$ cat config.mk
export PLATFORM = sky130hd
export DESIGN_NAME = hazard_stall_ctrl_flat
export DESIGN_NICKNAME = d
export VERILOG_FILES = /design/src/rtl/hazard_pkg.sv /design/src/rtl/hazard_stall_ctrl_if.sv /design/src/rtl/lat_counter.sv /design/src/rtl/hazard_stall_ctrl.sv /design/src/flat_wrapper.sv
export SDC_FILE = /design/constraint.sdc
export NUM_CORES = 1
export LEC_CHECK = 0
export CELL_PAD_IN_SITES_DETAIL_PLACEMENT = 1
export CELL_PAD_IN_SITES_GLOBAL_PLACEMENT = 1
export CORE_MARGIN = 1
export CORE_UTILIZATION = 50
export CTS_BUF_LIST = sky130_fd_sc_hd__clkbuf_4 sky130_fd_sc_hd__clkbuf_8
export DETAILED_ROUTE_END_ITERATION = 8
export DONT_BUFFER_PORTS = 1
export PLACE_DENSITY = 0.87
export SLEW_MARGIN = 20
export SYNTH_ARGS = -nofsm -noshare
export SYNTH_HDL_FRONTEND = slang
export SYNTH_SLANG_ARGS = --single-unit
$ cat constraint.sdc
create_clock -name Clock -period 4.4 [get_ports Clock]
set_input_delay 1.32 -clock Clock [delete_from_list [all_inputs] [get_ports Clock]]
set_output_delay 1.32 -clock Clock [all_outputs]
set_load 0.01 [all_outputs]
$ cat src/rtl/hazard_pkg.sv
// Shared constants for the pipeline hazard/stall controller: load-stall FSM
// encoding, default latencies and counter widths.
package hazard_pkg;

  localparam int unsigned STATE_W = 1;
  localparam logic [STATE_W-1:0] IDLE       = 1'b0;
  localparam logic [STATE_W-1:0] LOAD_STALL = 1'b1;

  localparam int unsigned DEFAULT_LOAD_LAT   = 1;
  localparam int unsigned DEFAULT_MULDIV_LAT = 32;

  // Widths cover the legal latency ranges (load 1..7, mult/div 1..63).
  localparam int unsigned LOAD_CNT_W = 3;
  localparam int unsigned MD_CNT_W   = 6;

endpackage

$ cat src/rtl/hazard_stall_ctrl_if.sv
// Pipeline-side signal bundle for the hazard/stall controller.
// master = pipeline datapath, slave = controller.
interface hazard_stall_ctrl_if #(
  parameter int unsigned ADDR_W = 5
);

  logic [ADDR_W-1:0] rs;
  logic [ADDR_W-1:0] rt;
  logic              useRs;
  logic              useRt;
  logic [ADDR_W-1:0] rtEX;
  logic              memRead;
  logic              isBranch;
  logic              mulDivStart;
  logic              useHiLo;
  logic              pcWrite;
  logic              ifIdWrite;
  logic              idExBubble;
  logic              ifIdFlush;
  logic              mulDivBusy;
  logic [31:0]       stallCycles;

  modport master (
    output rs, rt, useRs, useRt, rtEX, memRead, isBranch, mulDivStart, useHiLo,
    input  pcWrite, ifIdWrite, idExBubble, ifIdFlush, mulDivBusy, stallCycles
  );

  modport slave (
    input  rs, rt, useRs, useRt, rtEX, memRead, isBranch, mulDivStart, useHiLo,
    output pcWrite, ifIdWrite, idExBubble, ifIdFlush, mulDivBusy, stallCycles
  );

endinterface

$ cat src/rtl/lat_counter.sv
// Loadable down-counter that stops at zero; load has priority over decrement.
module lat_counter #(
  parameter int unsigned WIDTH = 6
) (
  input  logic             Clock,
  input  logic             Reset,
  input  logic             load,
  input  logic [WIDTH-1:0] loadVal,
  output logic [WIDTH-1:0] count
);

  logic [WIDTH-1:0] countQ;

  always_ff @(posedge Clock or negedge Reset) begin
    if (!Reset) begin
      countQ <= '0;
    end else if (load) begin
      countQ <= loadVal;
    end else if (countQ != '0) begin
      countQ <= countQ - 1'b1;
    end
  end

  assign count = countQ;

endmodule

$ cat src/rtl/hazard_stall_ctrl.sv
// Pipeline hazard controller: load-use and HI/LO-busy stalls, branch flush
// deferral, and a saturating stall-cycle performance counter.
module hazard_stall_ctrl
  import hazard_pkg::*;
#(
  parameter int unsigned ADDR_W     = 5,
  parameter int unsigned LOAD_LAT   = DEFAULT_LOAD_LAT,
  parameter int unsigned MULDIV_LAT = DEFAULT_MULDIV_LAT
) (
  input  logic                Clock,
  input  logic                Reset,
  hazard_stall_ctrl_if.slave  bus
);

  logic [ADDR_W-1:0]     rs;
  logic [ADDR_W-1:0]     rt;
  logic [ADDR_W-1:0]     rtEX;
  logic                  loadHazard;
  logic [STATE_W-1:0]    stateQ;
  logic [STATE_W-1:0]    stateD;
  logic                  loadCntLoad;
  logic [LOAD_CNT_W-1:0] loadCnt;
  logic [MD_CNT_W-1:0]   mdCnt;
  logic                  loadStall;
  logic                  mdStall;
  logic                  mulDivBusy;
  logic                  stallRaw;
  logic                  stall;
  logic                  branchPendQ;
  logic [31:0]           stallCntQ;

  assign rs   = bus.rs;
  assign rt   = bus.rt;
  assign rtEX = bus.rtEX;

  // Register 0 is hardwired, so a load targeting it never creates a hazard.
  assign loadHazard = bus.memRead & (rtEX != '0) &
                      ((bus.useRs & (rs == rtEX)) | (bus.useRt & (rt == rtEX)));

  always_comb begin
    stateD      = stateQ;
    loadCntLoad = 1'b0;
    loadStall   = 1'b0;
    case (stateQ)
      IDLE: begin
        if (loadHazard) begin
          loadStall = 1'b1;
          if (LOAD_LAT > 1) begin
            stateD      = LOAD_STALL;
            loadCntLoad = 1'b1;
          end
        end
      end
      LOAD_STALL: begin
        // EX holds a bubble here, so a fresh loadHazard is not looked at.
        loadStall = 1'b1;
        if (loadCnt <= LOAD_CNT_W'(1)) begin
          stateD = IDLE;
        end
      end
      default: stateD = IDLE;
    endcase
  end

  always_ff @(posedge Clock or negedge Reset) begin
    if (!Reset) begin
      stateQ <= IDLE;
    end else begin
      stateQ <= stateD;
    end
  end

  lat_counter #(
    .WIDTH (LOAD_CNT_W)
  ) u_load_cnt (
    .Clock   (Clock),
    .Reset   (Reset),
    .load    (loadCntLoad),
    .loadVal (LOAD_CNT_W'(LOAD_LAT - 1)),
    .count   (loadCnt)
  );

  lat_counter #(
    .WIDTH (MD_CNT_W)
  ) u_md_cnt (
    .Clock   (Clock),
    .Reset   (Reset),
    .load    (bus.mulDivStart),
    .loadVal (MD_CNT_W'(MULDIV_LAT)),
    .count   (mdCnt)
  );

  assign mulDivBusy = (mdCnt != '0);
  assign mdStall    = bus.useHiLo & mulDivBusy;
  assign stallRaw   = loadStall | mdStall;
  // Gate with Reset so outputs sit at their idle values while reset is held,
  // whatever the combinational hazard inputs are doing.
  assign stall      = Reset & stallRaw;

  always_ff @(posedge Clock or negedge Reset) begin
    if (!Reset) begin
      branchPendQ <= 1'b0;
    end else if (stallRaw) begin
      branchPendQ <= branchPendQ | bus.isBranch;
    end else begin
      branchPendQ <= 1'b0;
    end
  end

  always_ff @(posedge Clock or negedge Reset) begin
    if (!Reset) begin
      stallCntQ <= '0;
    end else if (stallRaw && (stallCntQ != '1)) begin
      stallCntQ <= stallCntQ + 32'd1;
    end
  end

  assign bus.pcWrite     = ~stall;
  assign bus.ifIdWrite   = ~stall;
  assign bus.idExBubble  = stall;
  assign bus.ifIdFlush   = Reset & (bus.isBranch | branchPendQ) & ~stallRaw;
  assign bus.mulDivBusy  = mulDivBusy;
  assign bus.stallCycles = stallCntQ;

endmodule

$ cat src/flat_wrapper.sv
// flat-port wrapper written by rule: the top's interface ports become plain ports
module hazard_stall_ctrl_flat import hazard_pkg::*;
#(
  parameter int unsigned ADDR_W     = 5,
  parameter int unsigned LOAD_LAT   = DEFAULT_LOAD_LAT,
  parameter int unsigned MULDIV_LAT = DEFAULT_MULDIV_LAT
)
  (Clock, Reset, bus_rs, bus_rt, bus_useRs, bus_useRt, bus_rtEX, bus_memRead, bus_isBranch, bus_mulDivStart, bus_useHiLo, bus_pcWrite, bus_ifIdWrite, bus_idExBubble, bus_ifIdFlush, bus_mulDivBusy, bus_stallCycles);
  hazard_stall_ctrl_if #(.ADDR_W(ADDR_W)) bus_i ();
  input  logic Clock;
  input  logic Reset;
  input wire logic [$bits(bus_i.rs)-1:0] bus_rs;
  input wire logic [$bits(bus_i.rt)-1:0] bus_rt;
  input wire logic [$bits(bus_i.useRs)-1:0] bus_useRs;
  input wire logic [$bits(bus_i.useRt)-1:0] bus_useRt;
  input wire logic [$bits(bus_i.rtEX)-1:0] bus_rtEX;
  input wire logic [$bits(bus_i.memRead)-1:0] bus_memRead;
  input wire logic [$bits(bus_i.isBranch)-1:0] bus_isBranch;
  input wire logic [$bits(bus_i.mulDivStart)-1:0] bus_mulDivStart;
  input wire logic [$bits(bus_i.useHiLo)-1:0] bus_useHiLo;
  output wire logic [$bits(bus_i.pcWrite)-1:0] bus_pcWrite;
  output wire logic [$bits(bus_i.ifIdWrite)-1:0] bus_ifIdWrite;
  output wire logic [$bits(bus_i.idExBubble)-1:0] bus_idExBubble;
  output wire logic [$bits(bus_i.ifIdFlush)-1:0] bus_ifIdFlush;
  output wire logic [$bits(bus_i.mulDivBusy)-1:0] bus_mulDivBusy;
  output wire logic [$bits(bus_i.stallCycles)-1:0] bus_stallCycles;
  assign bus_i.rs = bus_rs;
  assign bus_i.rt = bus_rt;
  assign bus_i.useRs = bus_useRs;
  assign bus_i.useRt = bus_useRt;
  assign bus_i.rtEX = bus_rtEX;
  assign bus_i.memRead = bus_memRead;
  assign bus_i.isBranch = bus_isBranch;
  assign bus_i.mulDivStart = bus_mulDivStart;
  assign bus_i.useHiLo = bus_useHiLo;
  assign bus_pcWrite = bus_i.pcWrite;
  assign bus_ifIdWrite = bus_i.ifIdWrite;
  assign bus_idExBubble = bus_i.idExBubble;
  assign bus_ifIdFlush = bus_i.ifIdFlush;
  assign bus_mulDivBusy = bus_i.mulDivBusy;
  assign bus_stallCycles = bus_i.stallCycles;
  hazard_stall_ctrl #(.ADDR_W(ADDR_W), .LOAD_LAT(LOAD_LAT), .MULDIV_LAT(MULDIV_LAT)) u_core (.Clock(Clock), .Reset(Reset), .bus(bus_i));
endmodule
==> results of run 1 <==
[routing by layer]
layer  share of wire  global-route usage
met5               0                   0
met2            0.50               0.375
met4           0.018              0.0956
met1            0.43               0.292
met3           0.045              0.0625
[cells by family (layout without fill, tap and decap cells)]
group,count (synthesis),in the layout
mux,3,3
fa+ha+maj,5,5
simple gates,93,93
compound gates,11,11
buf+inv,16,19
xor+xnor,46,46
flops,43,43
[power by group through the flow]
stage	Clock (uW)	Combinational, uW	Sequential, uW
2_1_floorplan	0	196	523
3_3_place_gp	0	209	537
3_5_place_dp	0	226	541
4_1_cts	263	228	533
5_1_grt	277	254	543
6_report	260	226	533
[cells in the mapped netlist, drive strengths merged]
master   count  area, um2
a32oi        1       8.76
dfrtp       43       1080
nor3b        1       18.8
a21o         1       8.76
or4          1       8.76
nand3b       2       15.0
mux2         2       22.5
nand2        5       18.8
nor4         4       25.0
clkbuf       2       7.51
nand4b       1       8.76
nand3       16       80.1
buf          5       46.3
nand4       21        131
nor2b        2       12.5
nor2        15       56.3
and2         2       13.8
mux2i        1       10.0
inv          9       33.8
a211oi       1       7.51
xor2        10       87.6
ha           5       62.6
nor3         3       20.0
a21oi        2       13.8
and4         2       17.5
and3        16        100
o21a         2       15.0
o21ai        3       18.8
xnor2       36        315
o2111ai      1       8.76
or3          1       11.3
nand2b       1       6.26
[worst reg2reg max path, stage by stage (launching register included)]
cell and delay, ns:
dfrtp_1 0.46, ha_1 0.22, nand4_1 0.14, nor2_1 0.45
and3_1 0.25, nand3_1 0.42, buf_4 0.36, nand2_1 0.12
mux2_2 0.33
[per-stage QoR]
step           power [uW]  hold slack, ns  area (um2)  std cells
6_report             1020           0.483        2410        272
5_1_grt              1070           0.512        2410        272
4_1_cts              1030           0.488        2410        272
3_5_place_dp          767           0.470        2320        265
3_3_place_gp          747           0.457        2320        265
2_1_floorplan         719           0.446        2290        217
[area by class of cell]
cell class	count	area (um2)	area share
multi-input combinational	158	1120	0.466
clock buffer	6	82.6	0.0343
inverter	9	33.8	0.0140
clock inverter	1	5.00	0.00208
tap	52	65.1	0.0270
sequential	43	1080	0.447
timing repair buffer	3	22.5	0.00935
[worst max-delay path by stage]
stage / start / to
floorplan: bus_rtEX[0] / bus_pcWrite
global placement: bus_rtEX[0] / bus_ifIdWrite
detailed placement: bus_rtEX[0] / bus_pcWrite
CTS: bus_rtEX[0] / bus_pcWrite
global route: bus_rtEX[0] / bus_pcWrite
finish: bus_rtEX[0] / bus_pcWrite
[cell usage in the layout, fill, tap and decap left out, types with 2 or more instances in the layout]
master	instances
nand3b_1	2
nand3_1	16
inv_1	8
xnor2_1	36
nor2_1	15
and4_1	2
nand2_1	5
o21ai_0	2
dfrtp_1	43
nand4_1	21
o21a_1	2
xor2_1	10
and3_1	16
ha_1	5
buf_4	3
nor3_1	2
nor2b_1	2
nor4_1	4
clkbuf_8	6
mux2_2	2
[state kept, by name, summed over array words and instances, names as in the netlist]
| signal | count |
|---|---|
| u_core.branchPendQ | 1 |
| u_core.bus.stallCycles | 32 |
| u_core.stateQ | 1 |
| u_core.u_load_cnt.count | 3 |
| u_core.u_md_cnt.count | 6 |
==> impl_results.md, run 1 <==
* Top delay family on crit path: simple AND/OR/NAND/NOR gates
* WP data arrival at ~2.7 ns
* Hpwl dp at about 3.7 mm
* Rel. slew slack at 0.462
* Post-Syn Area at 2290 um2
* Required @ worst endpoint at about 3.1 ns
* Max Clock Skew at about 0.011 ns
* Synth cell types at 39
* Post-CTS Resized at 0
* Postcts setup bufs at 0
* Cells along the critical path: or4_2 -> o21ai_0 -> o21ai_2 -> nand2_1 -> buf_4
* Critical R2R Launch: u_core.bus.stallCycles[0]
* CTS tree: built
* Die ar. at about 4800 um2
* Routed vias at approximately 1.7k
* Final setup vio count at 0
* Tcrit/Tclk final at 0.906
* Core Area at 4380 um2
* Hold path cells at 1
* Hold EP: u_core.branchPendQ
* Flops & latches, synth at 43
* Maximum vdd drop at 0.270 mV
* Mapped Nets at 245
* PwrDens at 423 nW/um2
* RSZ-0062 raised after global routing: false
* Share of post-route cells with drive strength above 1 at 0.0955
* CP Depth at 5
* Htree depth at 2
* Fmax at 0.251 GHz
* Worst Reg-to-Reg Cells at 8
* Setup crit start kind: input port
* Gpl congestion at 0.879
* Largest net degree at the start of global routing at between 40 and 50
* Starting Density at 0.522
* Gate power share at 0.222
* Worst path bufs/invs at 1
* Dpl ws at slightly below 0.4 ns
* Post-Syn Instances at 217
* Clock power frac at 0.256
* R2R Setup Slk at around 1.5 ns
* Vias in the first global route at between 1.5k and 2k
* Number of remaining DRC errors at 0
* IO Pins at 60
* Area fraction in and, or, nand and nor cells after synthesis at 0.238
* Clock buffer depth at 2
* # hold bufs at CTS at 0
* Clk_lat worst skew at approximately 0.3 ns
* Pins Over Slew Limit at 0
* Sw Share at 0.328
* Flop pwr share at 0.523
* Wire per inst at approximately 19 um
* First-pass GRT wire length at a little under 9 mm
* Drt pass-1 iters at 4
* Crit-path slowest cell: or4_2
* Final WL at 5.19 mm
* Final Hold Fails at 0
* Reg-to-reg endpoint: u_core.bus.stallCycles[1]
* Clock Pin Slew Worst Setup and Hold Paths at around 0.080 ns
* CP max stage delay at between 0.6 and 0.7 ns
* Minimum clock period at 3.99 ns
* Sink Count at 43
* Post-route ant nets at 0
* Area Overhead vs Synth at 5.31%
* Grt ovf at 0
* Maxcap violations at 0
* CP Max Fanout at 7
* Status: finished, final reports clean
* Post-synthesis sequential area ratio at 0.470
* Xor/xnor cell area share of the yosys netlist at 0.176
* IO Port Bufs at 0
* # nets final at 248
* Cell Int Power at between 600 and 700 uW
* Main combinational cell family by area after synthesis: simple AND/OR/NAND/NOR gates
* Vias per inst at ~6
* Fin util at 0.549
* Gr usage total at 0.231
* Chip width at 69.6 um
* Worst slew pin tran at 0.799 ns
* Root Driver: clkbuf_8
* Ys Warns at 0
* Final TNS setup at 0 ns
* Syn_area_per_cell at about 11 um2
* Antenna violations before repair at 0
* Leakage power at between 0.001 and 0.0015 uW
* Final worst setup slack at slightly above 0.4 ns
* Post-Synth Adder-Cell Area at 0.0274
* CP Capture Type: output port
* Mux cell area share after synthesis at 0.0142
* Antenna cell count at 0
* Detailed Route Iter0 Violations at 154
* WS Path Type: input port to output port
* # fillers at 501
* Net load switching power at between 300 and 400 uW
* Hold WC Path Type: flop to flop
* Die H at around 70 um
* HP Start: u_core.branchPendQ
* Num CTS Buffers at 5
* Post-synthesis compound-gate area fraction at 0.0356
* Row count at 24
No activity file was read; power rests on OpenSTA's default activity.
==> inputs of run 2 (changes only) <==
PLACE_DENSITY = 0.92   (was 0.87)
==> impl_results.md, run 2 (synthesized netlist as in run 1, its figures left out) <==
* Die ar. at 4850 um2 (unchanged)
* Cell Int Power at 749 uW (was 685 uW)
* Gpl congestion at 0.807 (was 0.879)
* Tcrit/Tclk final at 0.893 (was 0.906)
* Maximum vdd drop at 0.414 mV (was 0.270 mV)
* Postcts setup bufs at 0 (unchanged)
* WP data arrival at 2.61 ns (was 2.67 ns)
* CP Max Fanout at 5 (was 7)
* Status: finished, final reports clean (unchanged)
* WS Path Type: input port to output port (unchanged)
* CP Capture Type: output port (unchanged)
* Max Clock Skew at 0.00750 ns (was 0.0112 ns)
* Clock buffer depth at 2 (unchanged)
* Leakage power at 0.00107 uW (was 0.00104 uW)
* Commonest cells after routing, fill and taps aside: dfrtp_1, xnor2_1, nand4_1, and3_1, nand3_1 (unchanged)
* Core Area at 4380 um2 (unchanged)
* # hold bufs at CTS at 0 (unchanged)
* Pins Over Slew Limit at 0 (unchanged)
* Maxcap violations at 0 (unchanged)
* Final WL at 5.37 mm (was 5.19 mm)
* Final Hold Fails at 0 (unchanged)
* Vias in the first global route at 1,819 (was 1,763)
* Routed vias at 1,645 (was 1,676)
* Final worst setup slack at 0.472 ns (was 0.413 ns)
* Grt ovf at 0 (unchanged)
* Sink Count at 43 (unchanged)
* Vias per inst at 5.98 (was 6.16)
* Gate power share at 0.211 (was 0.222)
* # nets final at 250 (was 248)
* CP max stage delay at 0.64 ns (was 0.66 ns)
* First-pass GRT wire length at 9.14 mm (was 8.87 mm)
* Clk_lat worst skew at 0.30 ns (about the same)
* Required @ worst endpoint at 3.08 ns (about the same)
* Commonest non-fill, non-tap cell in the layout: dfrtp_1 (unchanged)
* Chip width at 69.6 um (unchanged)
* Sw Share at 0.309 (was 0.328)
* Post-route ant nets at 0 (unchanged)
* Setup crit start kind: input port (unchanged)
* Fmax at 0.255 GHz (was 0.251 GHz)
* Root Driver: clkbuf_8 (unchanged)
* CTS tree: built (unchanged)
* RSZ-0062 raised after global routing: false (unchanged)
* Largest net degree at the start of global routing at 46 (unchanged)
* Rel. slew slack at 0.460 (was 0.462)
* Number of remaining DRC errors at 0 (unchanged)
* Hold WC Path Type: flop to flop (unchanged)
* Post-CTS Resized at 0 (unchanged)
* Row count at 24 (unchanged)
* Crit-path slowest cell: or4_2 (unchanged)
* Detailed Route Iter0 Violations at 73 (was 154)
* Dpl ws at 0.446 ns (was 0.393 ns)
* Cells along the critical path: or4_2 -> o21ai_0 -> o21ai_2 -> nand2_1 -> buf_4 (unchanged)
* Die H at 69.6 um (unchanged)
* Max reg flops at 32 (unchanged)
* Antenna violations before repair at 0 (unchanged)
* Minimum clock period at 3.93 ns (was 3.99 ns)
* Wire per inst at 19.5 um (was 19.1 um)
* Antenna cell count at 0 (unchanged)
* IO Port Bufs at 0 (unchanged)
* Area Overhead vs Synth at 7.28% (was 5.31%)
* Clock Pin Slew Worst Setup and Hold Paths at 0.08 ns (about the same)
* IO Pins at 60 (unchanged)
* Htree depth at 2 (unchanged)
* Net load switching power at 334 uW (about the same)
* Final setup vio count at 0 (unchanged)
* PwrDens at 441 nW/um2 (was 423 nW/um2)
* Min Hold Slack at 0.476 ns (was 0.483 ns)
* Num CTS Buffers at 5 (unchanged)
* Gr usage total at 0.240 (was 0.231)
* Drt pass-1 iters at 4 (unchanged)
* Worst slew pin tran at 0.802 ns (was 0.799 ns)
* Share of post-route cells with drive strength above 1 at 0.108 (was 0.0955)
* Starting Density at 0.522 (unchanged)
* Hpwl dp at 3.97 mm (was 3.69 mm)
* Clock power frac at 0.296 (was 0.256)
* Flop pwr share at 0.492 (was 0.523)
* Final TNS setup at 0 ns (unchanged)
-- run 2: changes by cell type in the layout (fill, tap and decap cells not counted), sizes merged --
| cell | delta |
|---|---|
| bufinv | +1 |
| buf | +2 |
-- run 2: final timing paths --
path,from,end,slack [ns],depth (start not counted)
max,bus_rtEX[0],bus_pcWrite,0.47,5
min reg2reg,u_core.branchPendQ,u_core.branchPendQ,0.48,1
min,u_core.branchPendQ,u_core.branchPendQ,0.48,1
max in group asynchronous,Reset,u_core.bus.stallCycles[6],3.61,0
max reg2reg,u_core.bus.stallCycles[0],u_core.bus.stallCycles[1],1.47,8
min in group asynchronous,Reset,u_core.bus.stallCycles[9],0.71,0
-- run 2: area by class of cell --
type	count	area [um2]
clock inverters	2	35.0
flip-flops and latches	43	1080
inverters	9	33.8
fillers	474	1930
clock buffers	6	82.6
repair buffers	5	37.5
well taps	52	65.1
multi-input cells	158	1120
-- run 2: worst max-delay path: cells and delay by family --
| kind | cells | cell delay, ns |
|---|---|---|
| and+or+nand+nor | 2 | 0.75 |
| AOI/OAI and AO/OA | 2 | 0.39 |
| buffers and inverters | 1 | 0.14 |
-- run 2: layer usage --
layer / vias to the layer above / global-route usage / wire length, um
met5: - / 0 / 0
met4: 0 / 0.0733 / 117
met3: 13 / 0.0683 / 214
met2: 37 / 0.395 / 2660
met1: 828 / 0.308 / 2380
li1: 767 / - / -
-- run 2: power groups by stage --
stage / Sequential (uW) / Combinational (uW) / Clock (uW)
CTS: 533 / 232 / 326
global placement: 537 / 216 / 0
detailed placement: 541 / 228 / 0
floorplan: 523 / 196 / 0
global route: 543 / 257 / 342
finish: 533 / 229 / 321
-- run 2: metrics by stage --
stage	power (uW)	area (um2)	util	instances
3_3_place_gp	752	2340	0.533	267
3_5_place_dp	768	2340	0.533	267
5_1_grt	1140	2450	0.560	275
4_1_cts	1090	2450	0.560	275
2_1_floorplan	719	2290	-	217
6_report	1080	2450	0.560	275
